==> src/rtl/bin2bcd_seq_pkg.sv <==
// rtl/bin2bcd_seq_pkg.sv - shared constants and state encoding for the BCD converter
//
// Holds the values common to bin2bcd_seq and the downstream display driver:
// the digit width, the nibble used to blank the display on overflow, and the
// converter state encoding.
package bin2bcd_seq_pkg;

    localparam int         DIGIT_W    = 4;
    localparam logic [3:0] OVF_NIBBLE = 4'hF;

    typedef enum logic [1:0] {
        IDLE  = 2'd0,
        SHIFT = 2'd1,
        FIN   = 2'd2
    } state_t;

endpackage

==> src/rtl/bcd_add3_digit.sv <==
// rtl/bcd_add3_digit.sv - combinational double-dabble digit correction
//
// Ports:
//   din  - one BCD digit of the accumulator before the shift
//   dout - din + 3 when din >= 5, otherwise din unchanged
module bcd_add3_digit
    import bin2bcd_seq_pkg::*;
(
    input  logic [DIGIT_W-1:0] din,
    output logic [DIGIT_W-1:0] dout
);

    // A valid digit is at most 9, so 9 + 3 = 12 still fits in four bits.
    assign dout = (din >= DIGIT_W'(5)) ? din + DIGIT_W'(3) : din;

endmodule

==> src/rtl/bin2bcd_seq.sv <==
// rtl/bin2bcd_seq.sv - sequential binary-to-BCD converter (one bit per clock)
//
// Ports:
//   CLK     - clock, rising edge
//   RESET_N - asynchronous active-low reset
//   START   - conversion request, only honoured in IDLE
//   BIN     - binary operand, captured on the accepting edge
//   BUSY    - high while a conversion is in flight
//   DONE    - one-cycle pulse in the cycle BCD/OVF take a new value
//   BCD     - packed BCD result, most significant digit in the top nibble
//   OVF     - last result needed more than OUT_DIGITS digits
module bin2bcd_seq
    import bin2bcd_seq_pkg::*;
#(
    parameter int BIN_W      = 32,
    parameter int OUT_DIGITS = 8,
    parameter int ACC_DIGITS = 10
) (
    input  logic                          CLK,
    input  logic                          RESET_N,
    input  logic                          START,
    input  logic [BIN_W-1:0]              BIN,
    output logic                          BUSY,
    output logic                          DONE,
    output logic [DIGIT_W*OUT_DIGITS-1:0] BCD,
    output logic                          OVF
);

    localparam int ACC_W = DIGIT_W * ACC_DIGITS;
    localparam int OUT_W = DIGIT_W * OUT_DIGITS;
    localparam int CNT_W = $clog2(BIN_W + 1);

    state_t                   state;
    state_t                   state_nxt;
    logic [BIN_W-1:0]         sh;
    logic [ACC_W-1:0]         acc;
    logic [ACC_W-1:0]         acc_corr;
    logic [CNT_W-1:0]         cnt;
    logic [ACC_W+BIN_W-1:0]   shifted;
    logic                     last_shift;
    logic                     acc_ovf;

    for (genvar g = 0; g < ACC_DIGITS; g++) begin : g_add3
        bcd_add3_digit u_add3 (
            .din  (acc[g*DIGIT_W +: DIGIT_W]),
            .dout (acc_corr[g*DIGIT_W +: DIGIT_W])
        );
    end

    // Correct first, then shift: the binary MSB enters the BCD LSB.
    assign shifted    = {acc_corr, sh} << 1;
    assign last_shift = (cnt == CNT_W'(BIN_W - 1));
    assign acc_ovf    = |acc[ACC_W-1:OUT_W];

    always_comb begin
        state_nxt = state;
        case (state)
            IDLE:    if (START) state_nxt = SHIFT;
            SHIFT:   if (last_shift) state_nxt = FIN;
            FIN:     state_nxt = IDLE;
            default: state_nxt = IDLE;
        endcase
    end

    always_ff @(posedge CLK or negedge RESET_N) begin
        if (!RESET_N) begin
            state <= IDLE;
        end else begin
            state <= state_nxt;
        end
    end

    // BCD/OVF are written only in FIN so the display never sees a partial value.
    always_ff @(posedge CLK or negedge RESET_N) begin
        if (!RESET_N) begin
            sh   <= '0;
            acc  <= '0;
            cnt  <= '0;
            BUSY <= 1'b0;
            DONE <= 1'b0;
            BCD  <= '0;
            OVF  <= 1'b0;
        end else begin
            DONE <= 1'b0;
            case (state)
                IDLE: begin
                    if (START) begin
                        sh   <= BIN;
                        acc  <= '0;
                        cnt  <= '0;
                        BUSY <= 1'b1;
                    end
                end
                SHIFT: begin
                    acc <= shifted[ACC_W+BIN_W-1:BIN_W];
                    sh  <= shifted[BIN_W-1:0];
                    cnt <= cnt + CNT_W'(1);
                end
                FIN: begin
                    OVF  <= acc_ovf;
                    BCD  <= acc_ovf ? {OUT_DIGITS{OVF_NIBBLE}} : acc[OUT_W-1:0];
                    DONE <= 1'b1;
                    BUSY <= 1'b0;
                end
                default: ;
            endcase
        end
    end

endmodule

==> config.mk <==
export PLATFORM = sky130hd
export DESIGN_NAME = bin2bcd_seq
export DESIGN_NICKNAME = d
export VERILOG_FILES = /design/src/rtl/bin2bcd_seq_pkg.sv /design/src/rtl/bcd_add3_digit.sv /design/src/rtl/bin2bcd_seq.sv
export SDC_FILE = /design/constraint.sdc
export NUM_CORES = 1
export LEC_CHECK = 0
export ABC_AREA = 1
export CAP_MARGIN = 5
export CELL_PAD_IN_SITES_DETAIL_PLACEMENT = 1
export CELL_PAD_IN_SITES_GLOBAL_PLACEMENT = 1
export CORE_UTILIZATION = 43
export CTS_BUF_LIST = sky130_fd_sc_hd__clkbuf_8
export CTS_CLUSTER_DIAMETER = 80
export DETAILED_ROUTE_END_ITERATION = 7
export PLACE_DENSITY_LB_ADDON = 0.25
export RECOVER_POWER = 100
export SYNTH_ARGS = -nofsm -noshare
export SYNTH_HDL_FRONTEND = slang
export SYNTH_SLANG_ARGS = --single-unit
==> constraint.sdc <==
create_clock -name CLK -period 2 [get_ports CLK]
set_input_delay 0.6 -clock CLK [delete_from_list [all_inputs] [get_ports CLK]]
set_output_delay 0.6 -clock CLK [all_outputs]
set_load 0.03 [all_outputs]
# == Yosys cells after proc, flatten, opt, wreduce, memory -nomap -nowiden ==
# Index checks and enable logic that the tools add are counted.
# op_classes
n_reduce_logical,7
order_cmp,10
mux,23
addsub,11
eq_ne,5
# op_table
operator,count
$pmux 40 s2,1
$mux 32,2
$pmux 32 s2,1
$ge 4x3->1 const B,10
$mux 40,1
$add 4x2->4 const B,9
$mux 4,9
$pmux 6 s2,1
$reduce_or 8->1,1
$add 6x1->6 const B,1
$eq 6x5->1 const B,1
$mux 6,1
$reduce_and 2->1,3
$mux 2,2
$ne 2x2->1 const B,2
$pmux 2 s2,1
$reduce_bool 2->1,2
$add 3x2->3 const B,1
$mux 3,1
$eq 2x1->1 const B,1
$eq 2x2->1 const B,1
$logic_not 2->1,1
$mux 1,2
$pmux 1 s2,1
# word_totals
out_inout_bits,35
ff_bits,115

# == Longest topological paths before layout ==
# Gate-level depths: netlist (run 1).
# logic_depth
depth_word,3
ltp_mapped,8

# == Hierarchy ==
# A second synthesis (run 1) with hierarchy kept.
# unflattened
cells_unflattened,787
hier_area_um2,6108.4
# modules_own_cells
mod,cells_per_inst,instances,seq_area_each_um2,area_per_inst_um2
bin2bcd_seq,557,1,2877.8,4757.1
bcd_add3_digit,23,10,0.0,135.1

# == Worst setup path after synthesis (run 1) ==
# OpenSTA, ideal clock, no wires.
# synth_timing
kind,register to register
startpoint,reg acc[32]
endpoint,reg BCD[10]
t_required_ps,1871
arrival_ps,1222
slack_ps,648
path_stages_with_launch,7
n_path_buf,1
synth_period_minus_slack_ps,1352
cell_sequence,dfrtp_1 -> inv_1 -> ha_1 -> nand3_1 -> o21ai_1 -> buf_2 -> o21ai_0
# synth_between
elab_chain_len,2
# synth_lines
element,line_no,rtl
"start, declared",bin2bcd_seq.sv:36,logic [ACC_W-1:0] acc;
"start signal, assigned",bin2bcd_seq.sv:95,acc <= shifted[ACC_W+BIN_W-1:BIN_W];
$reduce_or 8->1,bin2bcd_seq.sv:53,assign acc_ovf = |acc[ACC_W-1:OUT_W];
$mux 32,bin2bcd_seq.sv:101,BCD <= acc_ovf ? {OUT_DIGITS{OVF_NIBBLE}} : acc[OUT_W-1:0];
"end signal, assigned",bin2bcd_seq.sv:101,
"end, declared",bin2bcd_seq.sv:25,"output logic [DIGIT_W*OUT_DIGITS-1:0] BCD,"
# No other way between the ends.
# A chain may end at the register's enable or synchronous reset.

# == Worst setup path in the final report (run 1) ==
# layout_timing
startpoint,reg BCD[0]
endpoint,out BCD[0]
# No word-level cell between the ends.

==> qor.yml, run 1 <==
routing:
  antenna_left: 0
  routed_wl_mm: 15.0
  drtPass1Iterations: 4
  wl_per_cell_um: 14.8
  vias: 5278
  drc: 0
  first_iter_violations: 213
  vias_per_cell: 5.22
sta:
  whs_ns: 0.445
  max-slew-margin-rel_pct: 1.91
  fmax_ghz: 0.539
  fin_ws_ns: 0.145
  maxSlewViolCount: 0
  setup_viol: 0
  min_period_ns: 1.86
  post-route-period-util_pct: 92.8
  finalClockSkew_ns: 0.00695
  fin_tns_setup_ns: 0
  hold_viol: 0
  rsz0062_at_grt: "false"
  tightest_slew_ns: 1.47
synth:
  synthesis.nets: 809
  async_flop_share_pct: 100
  ys_types: 26
  netlist_area_um2: 5890
  synthTopCellsByCount: "nand2_1, dfrtp_1, o21ai_0"
  avgSynthCellArea_um2: 7.84
  synth_seq_cells: 115
  yosysMostFrequentCell: "nand2_1"
  synth_area_leaders: "dfrtp_1, nand2_1, o21ai_0, inv_1, ha_1"
  synth_top_area_cell: "dfrtp_1"
  synth-seq-area-share_pct: 48.9
  synthFlopType: "dfrtp_1"
  synth_top_area_share_pct: 48.9
  yosys_warnings: 0
  synth_edf_count: 0
  synth_cells: 751
grt:
  antenna_found_initial: 0
  grt_pass1_wl_mm: 25.9
  track_usage_pct: 22.9
  grt_max_degree: 66
  grt_overflow_total: 0
  first_global_vias: 5547
worst_setup_path:
  cpPeakStageDelay_ns: 0.42
  rrSetupSlack_ns: 0.19
  crit_arrival_ns: 1.26
  cp_cell_sequence: "dlygate4sd2_1"
  cp-end-kind: "primary output"
  path_delay_family: "buffers and inverters"
  worstPathRequired_ns: 1.40
  rr_startpoint: "state[1]$_DFFE_PN0P_"
  crit_path_end: "BCD[0]"
  crit_type: "reg2out"
  path_depth: 1
  cp_num_buf_inv: 1
  r2r_cells: 6
  crit_start: "BCD[0]$_DFFE_PN0P_"
  r2r_end: "BCD[21]$_DFFE_PN0P_"
  worst_path_max_delay_cell: "dlygate4sd2_1"
  start_kind: "flip-flop"
  path_max_fanout: 2
floorplan:
  initial_core_util_pct: 44.3
  die_area_um2: 14200
  die_y_um: 119
  ios: 70
  fp.dieW_um: 119
  num_rows: 42
  core_um2: 13300
layout:
  drive_gt1_share_pct: 5.39
  finalNetCount: 880
  antenna_cells: 0
  syn_to_final_growth_pct: 19.2
clock_tree:
  numCtsBuffers: 17
  cts.clk_slew.worst_paths_ns: 0.07
  htree_levels: 4
  cts_setup_buffers: 0
  clk_path_buf_depth: 2
  clock-sinks: 115
  clock_latency_ns: 0.44
  cts_tree: "done"
  cts.root.buffer_cell: "clkbuf_8"
placement:
  port_buffers: 69
  gp_congestion: 0.856
  place_ws_ns: 0.151
  place.detailed.hpwl_mm: 10.3
run:
  maxCapViolations: 0
pwr:
  p_leak_nw: 3.77
  power.density_nw_per_um2: 1590
  vdd_ir_drop_max_uv: 1050
outcome:
  outcome: "finished clean"
hold_path:
  hp-start: "cnt[5]$_DFFE_PN0P_"
  hold_path_class: "reg2reg"
## through the flow
stage          instances  util [%]  area, µm²  total power (W)
2_1_floorplan        751         -       5890          0.00765
3_3_place_gp         979      51.0       6780          0.00887
3_5_place_dp         979      51.0       6780          0.00934
4_1_cts             1011      53.4       7110           0.0114
5_1_grt             1011      52.8       7020           0.0122
6_report            1011      52.8       7020           0.0112
## cells by family after synthesis
logic type               after synthesis  share of synthesized area (%)
flip-flops                           115                           48.9
buffers and inverters                121                           8.79
adder cells (fa/ha/maj)               23                           4.89
AND/OR/NAND/NOR                      353                           24.7
AO/OA/AOI/OAI                        139                           12.7
## power by group
group          internal, W  leakage [nW]  switching (W)
sequential         0.00328          1.46       0.000719
combinational      0.00177          2.09        0.00337
clock              0.00111         0.216       0.000913
## how the worst min path moves through the flow
| stage | to | depth (start not counted) | slack (ns) |
|---|---|---|---|
| floorplan | BCD[0]$_DFFE_PN0P_ | 0 | 0.30 |
| global placement | state[1]$_DFFE_PN0P_ | 1 | 0.43 |
| detailed placement | state[1]$_DFFE_PN0P_ | 1 | 0.44 |
| CTS | acc[15]$_DFFE_PN0P_ | 2 | 0.14 |
| global route | state[1]$_DFFE_PN0P_ | 1 | 0.48 |
| finish | state[1]$_DFFE_PN0P_ | 1 | 0.45 |
## metal layers
| layer | track usage (%) | vias to the layer above | part of all wire [%] |
|---|---|---|---|
| met3 | 4.31 | 24 | 2.4 |
| met1 | 28.5 | 2615 | 45 |
| met5 | 0 | - | 0 |
| met4 | 9.89 | 0 | 1.9 |
| li1 | - | 2569 | - |
| met2 | 38.8 | 70 | 51 |
## flip-flops by register name, summed over array words and instances, names as in the netlist
name / cells
acc: 40
BCD: 32
sh: 32
cnt: 6
state: 2
BUSY: 1
DONE: 1
OVF: 1
## cell usage in the layout, fill, tap and decap left out, drive strengths merged, types with 3 or more instances in the layout
master and instances:
a21oi 9, buf 8, clkbuf 28, clkdlybuf4s50 32, clkinv 3, dfrtp 115
dlygate4sd2 35, ha 23, inv 97, nand2 253, nand3 48, nand4 22
nor2 28, o21ai 107, o21bai 9, o22ai 12
## area by class of cell
type,count,area [µm²]
Clock buffer,22,303
Clock inverter,10,67.6
Fill cell,1699,6280
Inverter,91,342
Multi-Input combinational cell,515,2480
Sequential cell,115,2880
Tap cell,176,220
Timing Repair Buffer,82,726
## timing repair
item                                   CTS  global route
gates resized for setup                 35             0
setup endpoints to repair               35             0
endpoints found under the hold margin    0             0
hold buffers                             0             0
(Power assumes the default switching activity.)
==> run 2, diff against run 1 <==
MAX_ROUTING_LAYER = met4   (was unset)
==> run 2 against run 1 <==
Effect of this change: sequential share of layout area is the same; non-clock buffer count is the same; via count is essentially flat; sequential cell count is the same; worst setup slack gained 0.0013 ns; global-route usage grew 0.69 points; hold slack is essentially flat; sequential power is essentially flat.
==> qor.yml, run 2 (synthesis gave the netlist of run 1 again) <==
placement:
  gp_congestion: 0.870  # was 0.856
  place.detailed.hpwl_mm: 10.3  # unchanged
  place_inst: 979  # unchanged
  postPlaceCellArea_um2: 6780  # unchanged
  port_buffers: 69  # unchanged
worst_setup_path:
  crit_arrival_ns: 1.25  # was 1.26 ns
  rrSetupSlack_ns: 0.19  # about the same
  path_delay_family: "buffers and inverters"  # unchanged
  crit_type: "reg2out"  # unchanged
  worst_path_max_delay_cell: "dlygate4sd2_1"  # unchanged
  cp-end-kind: "primary output"  # unchanged
  worstPathRequired_ns: 1.40  # about the same
  start_kind: "flip-flop"  # unchanged
  path_depth: 1  # unchanged
  path_max_fanout: 2  # unchanged
  r2r_cells: 6  # unchanged
  cpPeakStageDelay_ns: 0.42  # about the same
  cp_num_buf_inv: 1  # unchanged
  rr_startpoint: "state[1]$_DFFE_PN0P_"  # unchanged
  r2r_end: "BCD[21]$_DFFE_PN0P_"  # unchanged
  cp_cell_sequence: "dlygate4sd2_1"  # unchanged
layout:
  top_register: "acc"  # unchanged
  final_area_um2: 7020  # unchanged
  final_cells: 1011  # unchanged
  top_regs: "acc (40), BCD (32), sh (32)"  # unchanged
  nFillCells: 1699  # unchanged
  drive_gt1_share_pct: 5.39  # unchanged
  layout_common_cells: "nand2_1, dfrtp_1, o21ai_0"  # unchanged
  finalNetCount: 880  # unchanged
  syn_to_final_growth_pct: 19.2  # unchanged
  antenna_cells: 0  # unchanged
  largest_reg_flops: 40  # unchanged
  layout_commonest_cell: "nand2_1"  # unchanged
run:
  maxCapViolations: 0  # unchanged
clock_tree:
  cts.root.buffer_cell: "clkbuf_8"  # unchanged
  cts.clk_slew.worst_paths_ns: 0.07  # about the same
  clock_latency_ns: 0.44  # about the same
  numCtsBuffers: 17  # unchanged
  clock-sinks: 115  # unchanged
  clk_path_buf_depth: 2  # unchanged
  cts_setup_buffers: 0  # unchanged
  cts_tree: "done"  # unchanged
  htree_levels: 4  # unchanged
sta:
  fmax_ghz: 0.539  # about the same
  fin_tns_setup_ns: 0  # unchanged
  max-slew-margin-rel_pct: 1.94  # was 1.91%
  tightest_slew_ns: 1.47  # about the same
  finalClockSkew_ns: 0.00688  # was 0.00695 ns
  hold_viol: 0  # unchanged
  min_period_ns: 1.85  # was 1.86 ns
  setup_viol: 0  # unchanged
  maxSlewViolCount: 0  # unchanged
  rsz0062_at_grt: "false"  # unchanged
  post-route-period-util_pct: 92.7  # was 92.8%
routing:
  routed_wl_mm: 15.0  # about the same
  vias_per_cell: 5.22  # about the same
  wl_per_cell_um: 14.8  # about the same
  first_iter_violations: 215  # was 213
  drc: 0  # unchanged
  drtPass1Iterations: 4  # unchanged
  antenna_left: 0  # unchanged
  vias: 5279  # was 5278
floorplan:
  die_area_um2: 14200  # unchanged
  core_um2: 13300  # unchanged
  initial_core_util_pct: 44.3  # unchanged
  die_y_um: 119  # unchanged
  ios: 70  # unchanged
  num_rows: 42  # unchanged
  fp.dieW_um: 119  # unchanged
grt:
  antenna_found_initial: 0  # unchanged
  track_usage_pct: 23.6  # was 22.9%
  grt_max_degree: 66  # unchanged
  first_global_vias: 5557  # was 5547
  grt_pass1_wl_mm: 25.9  # about the same
  grt_overflow_total: 0  # unchanged
hold_path:
  hp-start: "cnt[5]$_DFFE_PN0P_"  # unchanged
  whs_path_depth: 1  # unchanged
  holdPathEnd: "state[1]$_DFFE_PN0P_"  # unchanged
  hold_path_class: "reg2reg"  # unchanged
pwr:
  power.total_w: 0.0111  # was 0.0112 W
  power.density_nw_per_um2: 1590  # about the same
  p_leak_nw: 3.77  # unchanged
  vdd_ir_drop_max_uv: 1050  # about the same
outcome:
  outcome: "finished clean"  # unchanged
-- run 2: worst max-delay path by stage --
stage | from | end | slack (ns)
detailed placement | START | acc[32]$_DFFE_PN0P_ | 0.15
global route | state[1]$_DFFE_PN0P_ | BCD[21]$_DFFE_PN0P_ | 0.06
finish | BCD[0]$_DFFE_PN0P_ | BCD[0] | 0.15
CTS | BCD[0]$_DFFE_PN0P_ | BCD[0] | 0.11
global placement | START | acc[32]$_DFFE_PN0P_ | 0.21
floorplan | acc[32]$_DFFE_PN0P_ | BCD[10]$_DFFE_PN0P_ | 0.65
-- run 2: area by class of cell --
cell class	count	area, µm²	share of cell area, %
Multi-Input combinational cell	515	2480	35.4
Clock inverter	10	67.6	0.963
Tap cell	176	220	3.14
Timing Repair Buffer	82	726	10.3
Inverter	91	342	4.87
Clock buffer	22	303	4.31
Sequential cell	115	2880	41.0
-- run 2: repair_timing --
| item | in CTS | in global routing |
|---|---|---|
| endpoints found under the setup margin | 35 | 0 |
| resized for setup | 35 | 0 |
| hold buffers | 0 | 0 |
-- run 2: power breakdown --
part           total (W)  switching, W  internal, W
combinational    0.00513       0.00336      0.00177
clock            0.00202      0.000911      0.00111
sequential       0.00399      0.000719      0.00328
total             0.0111       0.00499      0.00616
-- run 2: per-stage QoR --
stage	hold WS [ns]	utilization (%)	worst slack, ns
after floorplan	0.304	-	0.648
after global placement	0.434	51.0	0.210
after detailed placement	0.442	51.0	0.151
after CTS	0.138	53.4	0.110
after global routing	0.483	52.8	0.0558
final	0.445	52.8	0.146
-- run 2: layer usage --
metal  GRT usage, %  wire [µm]
met1           28.6       6730
met2           38.8       7620
met3           4.31        356
met4           9.89        289
met5              -          0
==> run 3, diff against run 2 <==
MAX_ROUTING_LAYER = unset   (was met4)
==> results of run 3 <==
Final layout, timing and power as in run 1 (identical DEF).
==> RTL edit 1, RTL diff (config.mk and constraints of run 3) <==
`DIGIT_W`: 4 -> 6.
--- a/src/rtl/bin2bcd_seq_pkg.sv
+++ b/src/rtl/bin2bcd_seq_pkg.sv
@@ -5,7 +5,7 @@
 // converter state encoding.
 package bin2bcd_seq_pkg;
 
-    localparam int         DIGIT_W    = 4;
+    localparam int         DIGIT_W    = 6;
     localparam logic [3:0] OVF_NIBBLE = 4'hF;
 
     typedef enum logic [1:0] {
Interface: changed (resized BCD); port bits go from 70 to 86. No check against the original RTL was run, so the function may have changed too.
==> RTL edit 1 against run 3 <==
Combinational power up 20%. Synthesized area is 28% higher. Die area is 28% higher. First-iteration DRC count up 56%. Count of clock-buffer cells in the layout shrank 4. Hold slack worse by 0.12 ns. Critical path depth rose by 4. Setup slack worse by 0.019 ns. Power rose by 25%. Final area increased by 29%. Wire length grew 30%. Sequential cell count is 36 higher. Critical endpoint is now acc[17]. Largest cell class unchanged. Highest routed layer unchanged.
==> RTL edit 1: results (changes against run 3) <==
stage,metric,value,unit,change
drt,Avg WL per Cell,15.2,µm,+2.8%
global_route,pin count of the biggest net entering global routing,43,,-35%
cells_and_area,Final #Nets,1096,,+25%
critical_path,WP data arrival,2.25,ns,+0.99 ns
outcome,outcome,finished clean,,
placed_design,placed insts,1244,,+27%
pwr,Max VDD drop,0.605,mV,-42%
global_route,Global Route met3 Usage,4.42,%,+0.11 points
logic_synthesis,ys async rst share,100,%,unchanged
logic_synthesis,"top cells by area, synth","dfrtp_1 (50%), nand2_1 (15%), inv_1 (5.3%)",,
global_route,vias in the first global route,6974,,+26%
cts,worst skew pair latency,0.47,ns,+0.03 ns
placed_design,Setup WS pre-CTS,0.106,ns,-0.0450 ns
logic_synthesis,"Seq/Total Area, Yosys",50.1,%,+1.3 points
cells_and_area,ratio of cells with drive above 1 in the final layout,5.80,%,+0.41 points
cts,Max clock buf depth,2,,unchanged
critical_path,"slowest stage cell, crit path",dlygate4sd3_1,,
drt,Initial DRC Count,333,,+56%
pwr,Leak,4.37,nW,+16%
logic_synthesis,Gate Count Post-Synth,950,,+26%
logic_synthesis,Synthesized Nets,1008,,+25%
pwr,Comb power frac,44.1,%,-1.9 points
hold_path,min-delay worst type,in2async,,
placed_design,Placed Area,8750,µm²,+29%
cts,CTS Buf Count,17,,unchanged
drt,DR vias,6696,,+27%
placed_design,HPWL after detailed placement,13500,µm,+32%
pwr,Sw Pwr,6.25,mW,+25%
timing,final clock skew,0.0122,ns,+0.00525 ns
placed_design,Port Buffers,85,,+23%
cells_and_area,largest registers,"acc x60, BCD x48, sh x32",,
logic_synthesis,most instantiated cells after synthesis,"nand2_1 (298), dfrtp_1 (151), inv_1 (107)",,
global_route,met2 GRT Util,39.3,%,+0.51 points
pwr,power density over the cells,1540,nW/µm²,-3.0%
placed_design,GP Congestion,0.810,,-5.4%
global_route,first-pass GRT wire length,33700,µm,+30%
critical_path,CP Max Fanout,4,,+2
cells_and_area,post-route insts no fill,1276,,+26%
critical_path,"slowest stage delay, CP",0.59,ns,+0.17 ns
global_route,met1 Use GR,30.4,%,+1.9 points
global_route,GRT Overall Usage,23.4,%,+0.50 points
[RTL edit 1: changes by cell type in the layout (fill, tap and decap cells not counted), sizes merged, moves of 10 or more]
cell / run 3 / this run
a21oi: 9 / 32
dfrtp: 115 / 151
dlygate4sd2: 35 / 51
inv: 97 / 112
nand2: 253 / 301
nand3: 48 / 80
nor2: 28 / 51
nor3: 0 / 10
o21ai: 107 / 78
o22ai: 12 / 43
[RTL edit 1: cell families (layout without fill, tap and decap cells)]
kind of cell | after synthesis | after routing | synth area share, %
xor gates and xnor gates | 1 | 1 | 0.116
adders and majority gates | 23 | 23 | 3.82
AOI/OAI and AO/OA | 154 | 154 | 11.0
DFF | 151 | 151 | 50.1
and+or+nand+nor | 473 | 473 | 26.5
buffers and inverters | 148 | 249 | 8.45
[RTL edit 1: final timing paths]
kind	from	end	slack [ns]	depth (start not counted)
worst max-delay path	START	acc[17]	0.13	5
worst min-delay path	RESET_N	BCD[7]	0.33	1
worst max register to register	state[1]	acc[46]	0.20	6
worst min register to register	BCD[44]	BCD[44]	0.48	2
max in group asynchronous	RESET_N	acc[59]	0.42	2
min in group CLK	BCD[44]	BCD[44]	0.48	2
[RTL edit 1: area by class of cell]
class | count | area (µm²)
fillers | 2105 | 8180
flip-flops and latches | 151 | 3780
multi-input cells | 651 | 3110
repair buffers | 107 | 1050
inverters | 110 | 413
well taps | 225 | 282
clock buffers | 18 | 248
clock inverters | 14 | 175
[RTL edit 1: what timing repair did]
item	4_1_cts	5_1_grt
setup endpoints to repair	51	0
buffers inserted	0	0
hold endpoints to repair	0	0
gates resized for setup	51	0
[RTL edit 1: layer usage]
layer,vias to the layer above,wire length [µm]
met5,-,0
met4,0,318
met3,26,481
met2,94,9420
met1,3304,9230
li1,3272,-
==> RTL edit 2, RTL diff (flow settings as in run 3) <==
Made on the original files. Register the inputs `START` and `BIN` before use, with the module's reset. The logic sees them one clock later.
--- a/src/rtl/bin2bcd_seq.sv
+++ b/src/rtl/bin2bcd_seq.sv
@@ -30,6 +30,19 @@
     localparam int OUT_W = DIGIT_W * OUT_DIGITS;
     localparam int CNT_W = $clog2(BIN_W + 1);
 
+    logic START_q;
+    logic [BIN_W-1:0] BIN_q;
+
+    always_ff @(posedge CLK or negedge RESET_N) begin
+        if (!RESET_N) begin
+            START_q <= '0;
+            BIN_q   <= '0;
+        end else begin
+            START_q <= START;
+            BIN_q   <= BIN;
+        end
+    end
+
     state_t                   state;
     state_t                   state_nxt;
     logic [BIN_W-1:0]         sh;
@@ -55,7 +68,7 @@
     always_comb begin
         state_nxt = state;
         case (state)
-            IDLE:    if (START) state_nxt = SHIFT;
+            IDLE:    if (START_q) state_nxt = SHIFT;
             SHIFT:   if (last_shift) state_nxt = FIN;
             FIN:     state_nxt = IDLE;
             default: state_nxt = IDLE;
@@ -84,8 +97,8 @@
             DONE <= 1'b0;
             case (state)
                 IDLE: begin
-                    if (START) begin
-                        sh   <= BIN;
+                    if (START_q) begin
+                        sh   <= BIN_q;
                         acc  <= '0;
                         cnt  <= '0;
                         BUSY <= 1'b1;
Formal check against the unedited RTL: not equivalent (Yosys sat finds a counterexample within 4 cycles, from zero or initial values and one cycle with RESET_N low).
==> RTL edit 2 against run 3 <==
Setup slack lost 0.0033 ns. Sequential power is 5% higher. Sequential cell count grew 33. Synthesized area grew 14%. Register-to-register slack better by 0.06 ns. Final area is 13% higher. Count of clock-buffer cells in the layout shrank 5. Largest power group is now sequential cells. Largest cell class unchanged. Power decreased by 6.5%. Final cell count increased by 4.9%. Clock skew rose by 0.0046 ns. Die area increased by 14%. Wire length is 5.0% higher. Hold slack got worse by 0.047 ns.
==> RTL edit 2: results (changes against run 3) <==
stage,metric,value,unit,change
placed_design,placed insts,1029,,+5.1%
drt,uppermost routed layer,met4,,
global_route,pin count of the biggest net entering global routing,55,,-17%
cts,worst skew pair latency,0.47,ns,+0.03 ns
drt,final WL,15700,µm,+5.0%
critical_path,"slowest stage delay, CP",0.42,ns,about the same
cells_and_area,Ant. Diodes,0,,unchanged
logic_synthesis,Gate Count Post-Synth,791,,+5.3%
pwr,Int Pwr,6.04,mW,-1.8%
logic_synthesis,ys flop type,dfrtp_1,,
logic_synthesis,number of flops mapped to enable cells by yosys,0,,unchanged
logic_synthesis,library cells used by synthesis,22,,-15%
drt,DR vias,5512,,+4.4%
cts,CTS clock-pin slew for the worst setup and hold paths,0.09,ns,+0.02 ns
placed_design,HPWL after detailed placement,10700,µm,+4.2%
logic_synthesis,adder-cell share of the synthesized area,4.29,%,-0.60 points
logic_synthesis,"top cells by area, synth","dfrtp_1 (55%), nand2_1 (14%), o21ai_0 (6.8%)",,
logic_synthesis,"Seq/Total Area, Yosys",55.2,%,+6.3 points
pwr,Max VDD drop,0.605,mV,-42%
placed_design,Setup WS pre-CTS,0.384,ns,+0.233 ns
pwr,Leak,4.09,nW,+8.7%
cells_and_area,Final #Nets,918,,+4.3%
drt,Avg WL per Cell,14.8,µm,about the same
outcome,outcome,finished clean,,
cells_and_area,Largest register FFs,40,,unchanged
drt,Met3 Wirelength,507,µm,+41%
timing,max_slew headroom,13.3,%,+11 points
global_route,first-pass GRT wire length,27800,µm,+7.5%
placed_design,Placed Area,7650,µm²,+13%
drt,M1 WL,7000,µm,+4.0%
drt,metal2 WL,7910,µm,+3.8%
logic_synthesis,most instantiated cells after synthesis,"nand2_1 (259), dfrtp_1 (148), o21ai_0 (91)",,
cts,CTS H-tree lvls,4,,unchanged
global_route,vias in the first global route,5784,,+4.3%
global_route,met1 Use GR,26.8,%,-1.7 points
cts,Clock Tree Root,clkbuf_8,,
placed_design,GP Congestion,0.788,,-8.0%
drt,Initial DRC Count,250,,+17%
global_route,Global Route met3 Usage,4.43,%,+0.12 points
global_route,GRT Overall Usage,21.7,%,-1.2 points
cells_and_area,ratio of cells with drive above 1 in the final layout,5.50,%,+0.11 points
logic_synthesis,Synthesized Nets,849,,+4.9%
hold_path,min-delay worst type,in2async,,
logic_synthesis,area fraction in compound gates after synthesis,11.2,%,-1.5 points
global_route,met2 GRT Util,37.4,%,-1.4 points
timing,final clock skew,0.0116,ns,+0.00464 ns
-- RTL edit 2: final timing paths --
check | startpoint | to | slack, ns | cells past startpoint
hold / removal | RESET_N | BCD[13] | 0.40 | 1
min in group CLK | BIN_q[0] | sh[0] | 0.50 | 2
setup reg to reg | state[0] | BCD[19] | 0.25 | 5
setup / recovery | BCD[18] | BCD[18] | 0.14 | 1
hold reg to reg | BIN_q[0] | sh[0] | 0.50 | 2
max in group asynchronous | RESET_N | sh[17] | 0.41 | 2
-- RTL edit 2: area by class of cell --
type	count	area [µm²]
clock inverter	15	134
clock buffer	17	234
sequential	148	3700
timing repair buffer	81	781
multi-input combinational	519	2490
inverter	93	349
tap	188	235
fill	1801	7270
-- RTL edit 2: power by group through the flow --
stage	Combinational [mW]	Sequential, mW	Clock (mW)
after global placement	4.27	4.18	0
after detailed placement	4.45	4.26	0
final	4.07	4.17	2.19
after CTS	4.24	4.19	2.25
after floorplan	2.21	4.86	0
after global routing	4.61	4.28	2.35
